File: src/rtl/dac_serial_tx.sv
// Serial transmitter for a 16-bit SPI-style DAC frame: {Control[3:0], Dato[11:0]},
// MSB first, data changes on SCLK falling edges and is sampled by the slave on
// rising edges. Every output is a register, so downstream pins see glitch-free levels.
module dac_serial_tx #(
  parameter int CLK_DIV = 2  // clk cycles per SCLK half-period, 1..255
) (
  input  logic        clk,
  input  logic        rst,
  input  logic        start,
  input  logic [3:0]  Control,
  input  logic [11:0] Dato,
  output logic        CS,
  output logic        SCLK,
  output logic        data_out,
  output logic        Busy,
  output logic        Listo
);

  typedef enum logic [1:0] {
    IDLE  = 2'd0,
    SHIFT = 2'd1,
    DONE  = 2'd2
  } state_t;

  localparam logic [7:0] HALF_LAST = 8'(CLK_DIV - 1);

  state_t      state;
  // Bit 15 goes straight onto data_out at the accepting edge, so only the
  // remaining 15 bits need to be held for the rest of the frame.
  logic [14:0] frame_tail;
  logic [3:0]  bit_cnt;   // index of the bit currently on data_out
  logic [7:0]  half_cnt;  // clk cycles elapsed in the current SCLK half-period
  logic        half_end;

  assign half_end = (half_cnt == HALF_LAST);

  // Frame sequencer: accepts a request, paces SCLK, shifts bits out and pulses Listo.
  always_ff @(posedge clk) begin
    if (rst) begin
      state      <= IDLE;
      frame_tail <= '0;
      bit_cnt    <= '0;
      half_cnt   <= '0;
      CS         <= 1'b1;
      SCLK       <= 1'b0;
      data_out   <= 1'b0;
      Busy       <= 1'b0;
      Listo      <= 1'b0;
    end else begin
      case (state)
        IDLE: begin
          CS       <= 1'b1;
          SCLK     <= 1'b0;
          data_out <= 1'b0;
          Busy     <= 1'b0;
          Listo    <= 1'b0;
          half_cnt <= '0;
          bit_cnt  <= '0;
          if (start) begin
            // Control/Dato are captured only here; later changes cannot
            // disturb the frame in flight.
            frame_tail <= {Control[2:0], Dato};
            data_out   <= Control[3];
            bit_cnt    <= 4'd15;
            CS         <= 1'b0;
            Busy       <= 1'b1;
            state      <= SHIFT;
          end
        end

        SHIFT: begin
          if (half_end) begin
            half_cnt <= '0;
            if (!SCLK) begin
              // Rising toggle: data_out holds so the slave samples a stable bit.
              SCLK <= 1'b1;
            end else if (bit_cnt == 4'd0) begin
              // Falling toggle after the last bit closes the frame.
              SCLK     <= 1'b0;
              CS       <= 1'b1;
              data_out <= 1'b0;
              Listo    <= 1'b1;
              state    <= DONE;
            end else begin
              SCLK     <= 1'b0;
              bit_cnt  <= bit_cnt - 4'd1;
              data_out <= frame_tail[bit_cnt - 4'd1];
            end
          end else begin
            half_cnt <= half_cnt + 8'd1;
          end
        end

        DONE: begin
          // One-cycle completion beat; start is deliberately ignored here.
          Listo <= 1'b0;
          Busy  <= 1'b0;
          state <= IDLE;
        end

        default: begin
          state <= IDLE;
        end
      endcase
    end
  end

endmodule

File: config.mk
export PLATFORM = sky130hd
export DESIGN_NAME = dac_serial_tx
export DESIGN_NICKNAME = d
export VERILOG_FILES = /design/src/rtl/dac_serial_tx.sv
export SDC_FILE = /design/constraint.sdc
export NUM_CORES = 1
export LEC_CHECK = 0
export CAP_MARGIN = 20
export CELL_PAD_IN_SITES_DETAIL_PLACEMENT = 0
export CELL_PAD_IN_SITES_GLOBAL_PLACEMENT = 1
export CORE_UTILIZATION = 39
export CTS_CLUSTER_DIAMETER = 100
export DETAILED_ROUTE_END_ITERATION = 10
export PLACE_DENSITY = 0.74
export SLEW_MARGIN = 10
export SYNTH_ARGS = -nofsm -noshare
export SYNTH_HDL_FRONTEND = slang
export SYNTH_SLANG_ARGS = --single-unit
File: constraint.sdc
create_clock -name clk -period 2.68 [get_ports clk]
set_input_delay 0.536 -clock clk [delete_from_list [all_inputs] [get_ports clk]]
set_output_delay 0.536 -clock clk [all_outputs]
set_load 0.05 [all_outputs]
# Word-level counts from Yosys, hierarchy flattened
# Cells that the tools add are included.
[classes] n_addsub=2 reduce_logical=13 magnitude_cmp=1 eq_ne=8 n_mux=30
[ops] cell="2-to-1 mux 4 bit" count=4
[ops] cell="one-hot mux 8 bit (2 select lines)" count=1
[ops] cell="AND reduction 4 bit" count=4
[ops] cell="2-to-1 mux 1 bit" count=12
[ops] cell="inequality test 2 bit, second input constant" count=5
[ops] cell="one-hot mux 1 bit (2 select lines)" count=5
[ops] cell="adder 8 x 1 -> 8 bit, second input constant" count=1
[ops] cell="== test 8 x 1 -> 1 bit, second input constant" count=1
[ops] cell="2-to-1 mux 2 bit" count=4
[ops] cell="2-to-1 mux 8 bit" count=1
[ops] cell="one-hot mux 4 bit (2 select lines)" count=1
[ops] cell="nonzero test 2 bit" count=3
[ops] cell="< comparator 4 x 5 -> 1 bit, second input constant" count=1
[ops] cell="binary-select mux 1 bit (select 4 bit)" count=1
[ops] cell="logical NOT 4 bit" count=1
[ops] cell="one-hot mux 2 bit (2 select lines)" count=1
[ops] cell="AND reduction 2 bit" count=2
[ops] cell="subtractor 4 x 1 -> 4 bit, second input constant" count=1
[ops] cell="AND reduction 3 bit" count=1
[ops] cell="== test 2 x 1 -> 1 bit, second input constant" count=1
[ops] cell="== test 2 bit, second input constant" count=1
[ops] cell="logical NOT 2 bit" count=1
[ops] cell="OR reduction 2 bit" count=1
[word_totals] inputBits=19 register_bits=34 output_inout_bits=5

# Depth between registers and ports, before layout
[logic_depth] ltp_word=7 mapped_depth=8

# Worst setup path after synthesis
# Ideal clock, no wire load.
[synth_timing] path_kind="reg-to-reg" from="register bit_cnt[0]" to="register bit_cnt[1]" arrival_ns=1.997 path_stages_with_launch=9 slack_ns=0.556 period_less_slack_ns=2.124 path_cell_list="dfxtp_1 clkbuf_1 inv_1 ha_1 nor3b_1 or4b_4 a21oi_2 mux2i_1 nor2_1"
[synth_between] elab_chain_cells=5 word_cells_on_any_way=8 cone_classes="add/sub: 1; eq/ne: 1; mux: 4; reduce/logical: 2"
[synth_lines] element="start, declared" line="31" rtl="logic [3:0] bit_cnt;"
[synth_lines] element="start signal, assigned" line="86" rtl="bit_cnt <= bit_cnt - 4'd1;"
[synth_lines] element="subtractor 4 x 1 -> 4 bit" line="86"
[synth_lines] element="2-to-1 mux 4 bit" line="77" rtl="end else if (bit_cnt == 4'd0) begin"
[synth_lines] element="2-to-1 mux 4 bit" line="74" rtl="if (!SCLK) begin"
[synth_lines] element="2-to-1 mux 4 bit" line="72" rtl="if (half_end) begin"
[synth_lines] element="one-hot mux 4 bit (2 select lines)" line="50" rtl="case (state)"
# Several ways; a longest one is shown, not always the timed one. The select of a mux whose other input is x is not followed.
# A chain may end at the register's enable or synchronous reset.

# Final worst setup path
# Same ends and word-level chain as after synthesis.

==> results.py <==
metrics = {
    "clock_network": {
        "tritoncts": "yes",
        "htreeDepth": 2,
        "cts-buffers-inserted": 5,
        "cts.sinks": 34,
        "clockBufferDepth": 2,
        "cts_root_buf": "clkbuf_8",
        "cts.clk_slew.worst_paths_ps": 70,
        "worstSkewPairLatency_ps": 280,
        "post_cts_resized": 0,
        "cts_setup_buffers": 0,
        "cts_hold_buffers": 0,
    },
    "detailed_routing": {
        "antenna_left": 0,
        "wl_um": 3330,
        "drc": 0,
        "firstDrtPassIters": 4,
        "detail_route.wl_per_cell_um": 12.5,
        "vias": 1379,
        "first_iter_violations": 67,
        "vias_per_cell": 5.18,
    },
    "final_layout": {
        "final_cells": 266,
        "layout.nets": 237,
        "n_antenna_cell": 0,
        "area_growth_pct": 22.1,
        "drive_gt1_share_pct": 9.26,
    },
    "synth": {
        "synth_top_area_share_pct": 42.2,
        "synth_common_cells": "nand2_1 (36), dfxtp_1 (34), a21oi_1 (25)",
        "ys_async_sr_fraction_pct": 0,
        "synth_area_um2": 1610,
        "syn_nets": 216,
        "synth_top_area_cell": "dfxtp_1",
        "netlist_instances": 194,
        "yosysSeqAreaShare_pct": 42.2,
        "synth_most_common_cell": "nand2_1",
        "synth_cell_type_count": 38,
        "synth_flop_cell": "dfxtp_1",
        "synth_edf_count": 0,
        "post_synth.cell_area_avg_um2": 8.31,
        "ys_ff_latch": 34,
        "ys_warn_count": 0,
        "synthTopCellsByArea": "dfxtp_1 (42%), nand2_1 (8.4%), a21oi_1 (7.8%)",
    },
    "sta": {
        "max_slew_margin_pct": 58.6,
        "fin_crit_ps": 2230,
        "rsz0062_at_grt": "false",
        "final-hold-violation-count": 0,
        "fin_skew_ps": 2.48,
        "fin_crit_sh_pct": 83.2,
        "setup_violations": 0,
        "max_freq_mhz": 448,
        "drv_slew": 0,
        "finalSetupTns_ps": 0,
        "worst_slew_pin_slew_ps": 618,
    },
    "worst_setup_path": {
        "r2r_end": "bit_cnt[1]",
        "critPathMaxFanout": 7,
        "r2r-start": "bit_cnt[0]",
        "critPathSlowestCell": "or4b_4",
        "cp_top_family": "simple AND/OR/NAND/NOR gates",
        "start_kind": "register",
        "r2r_cells": 7,
        "path_cells": "inv_1, ha_1, nor3b_1, or4b_4, a21oi_2, mux2i_1, nor2_1",
        "endpoint_kind": "register",
        "cp_slowest_stage_delay_ps": 530,
        "required_ps": 2830,
        "cp_num_buf_inv": 1,
        "critPathArrivalTime_ps": 2380,
        "rrSetupSlack_ps": 450,
        "startpoint": "bit_cnt[0]",
        "path_class": "reg -> reg",
    },
    "power": {
        "peakVddDrop_uv": 387,
        "p_sw_share_pct": 26.6,
        "leakagePower_nw": 0.752,
        "combPwrFrac_pct": 17.6,
        "seqPwrFrac_pct": 48.9,
        "p_switching_uw": 303,
        "finalPower_mw": 1.14,
        "power_density_nw_per_um2": 579,
        "p_int_uw": 837,
        "p_clk_share_pct": 33.5,
    },
    "floorplan": {
        "start_util_pct": 40.6,
        "core_um2": 3970,
        "rows": 23,
        "die_w_um": 66.3,
        "die-area_um2": 4400,
        "die_h_um": 66.3,
        "io_pins": 24,
    },
    "status": {
        "status": "finished clean",
    },
    "placed_design": {
        "dp_hpwl_um": 2490,
        "dp_cells": 258,
        "port_buffers": 23,
        "gp_routability_congestion": 0.845,
    },
    "grt": {
        "grt_max_degree": 19,
        "grt_first_pass_wirelength_um": 5830,
        "grt_usage_pct": 17.8,
        "antenna_found_initial": 0,
        "grt_pass1_vias": 1279,
        "overflow": 0,
    },
    "hold_path": {
        "min_path_type": "reg -> reg",
        "whs_endpoint": "frame_tail[1]",
        "hold_depth": 2,
        "hp-start": "frame_tail[1]",
    },
    "flow_run": {
        "maxCapViolations": 0,
    },
}
## registers in the layout, summed over array words and instances (netlist names)
register	cells
Listo	1
half_cnt	8
frame_tail	15
bit_cnt	4
SCLK	1
Busy	1
state	2
data_out	1
CS	1
## cells in the final DEF (no fill, tap or decap), types with 2 or more instances in the layout
master / instances
nor2b_1: 5
nor3b_1: 2
buf_4: 2
nand2b_1: 3
mux2_2: 2
nor3_1: 3
or4b_4: 2
a21oi_1: 25
mux2i_1: 2
clkbuf_8: 6
inv_1: 5
and3_1: 3
nor2_1: 20
mux4_2: 3
a21o_1: 3
a211oi_1: 2
dfxtp_1: 34
xor2_1: 2
clkdlybuf4s50_1: 23
nand2_1: 36
nand3_1: 6
o21ai_0: 3
xnor2_1: 5
ha_1: 3
## power by group through the flow
stage                     registers (mW)  clock network (mW)  logic, mW
final                              0.557               0.382      0.201
after global routing               0.561               0.421      0.223
after CTS                          0.557               0.395      0.203
after detailed placement           0.568                   0      0.202
after global placement             0.568                   0      0.198
after floorplan                    0.571                   0      0.132
## how the worst max path moves through the flow
stage,cells after the start,endpoint
final,7,bit_cnt[1]
after global routing,7,bit_cnt[1]
after CTS,7,data_out
after detailed placement,7,data_out
after global placement,6,bit_cnt[1]
after floorplan,8,bit_cnt[1]
## through the flow
step	hold slack [ps]	worst slack, ps	area (um^2)	utilization (%)
6_report	456	449	1970	49.6
5_1_grt	480	294	1970	49.6
4_1_cts	461	429	1970	49.6
3_5_place_dp	451	433	1880	47.3
3_3_place_gp	449	528	1880	47.3
2_1_floorplan	433	556	1610	-
## routing by layer
layer / GRT usage (%) / wire length (um) / share of wire [%]
met1: 24.2 / 1720 / 52
met2: 25.5 / 1420 / 42
met3: 5.86 / 142 / 4.3
met4: 7.18 / 56 / 1.7
met5: 0 / 0 / 0
## final cells by class
class | count | area (um^2)
multi-input combinational | 144 | 871
inverter | 5 | 18.8
clock buffer | 7 | 86.3
timing repair buffer | 25 | 245
sequential | 34 | 681
tap | 50 | 62.6
clock inverter | 1 | 5.00
fill | 399 | 2000
## tightest hold or removal path, stage by stage (launching register included)
cell and delay [ps]:
dfxtp_1 310, nand2_1 50, a21oi_1 50
## cell families after synthesis
| family | count (synthesis) | share of synthesized area [%] |
|---|---|---|
| AO/OA/AOI/OAI | 42 | 16.1 |
| XOR/XNOR | 7 | 3.80 |
| adder cells (fa/ha/maj) | 3 | 2.33 |
| buffers and inverters | 16 | 3.80 |
| flip-flops | 34 | 42.2 |
| multiplexers | 7 | 6.83 |
| AND/OR/NAND/NOR | 85 | 24.9 |
(Power assumes the default switching activity.)
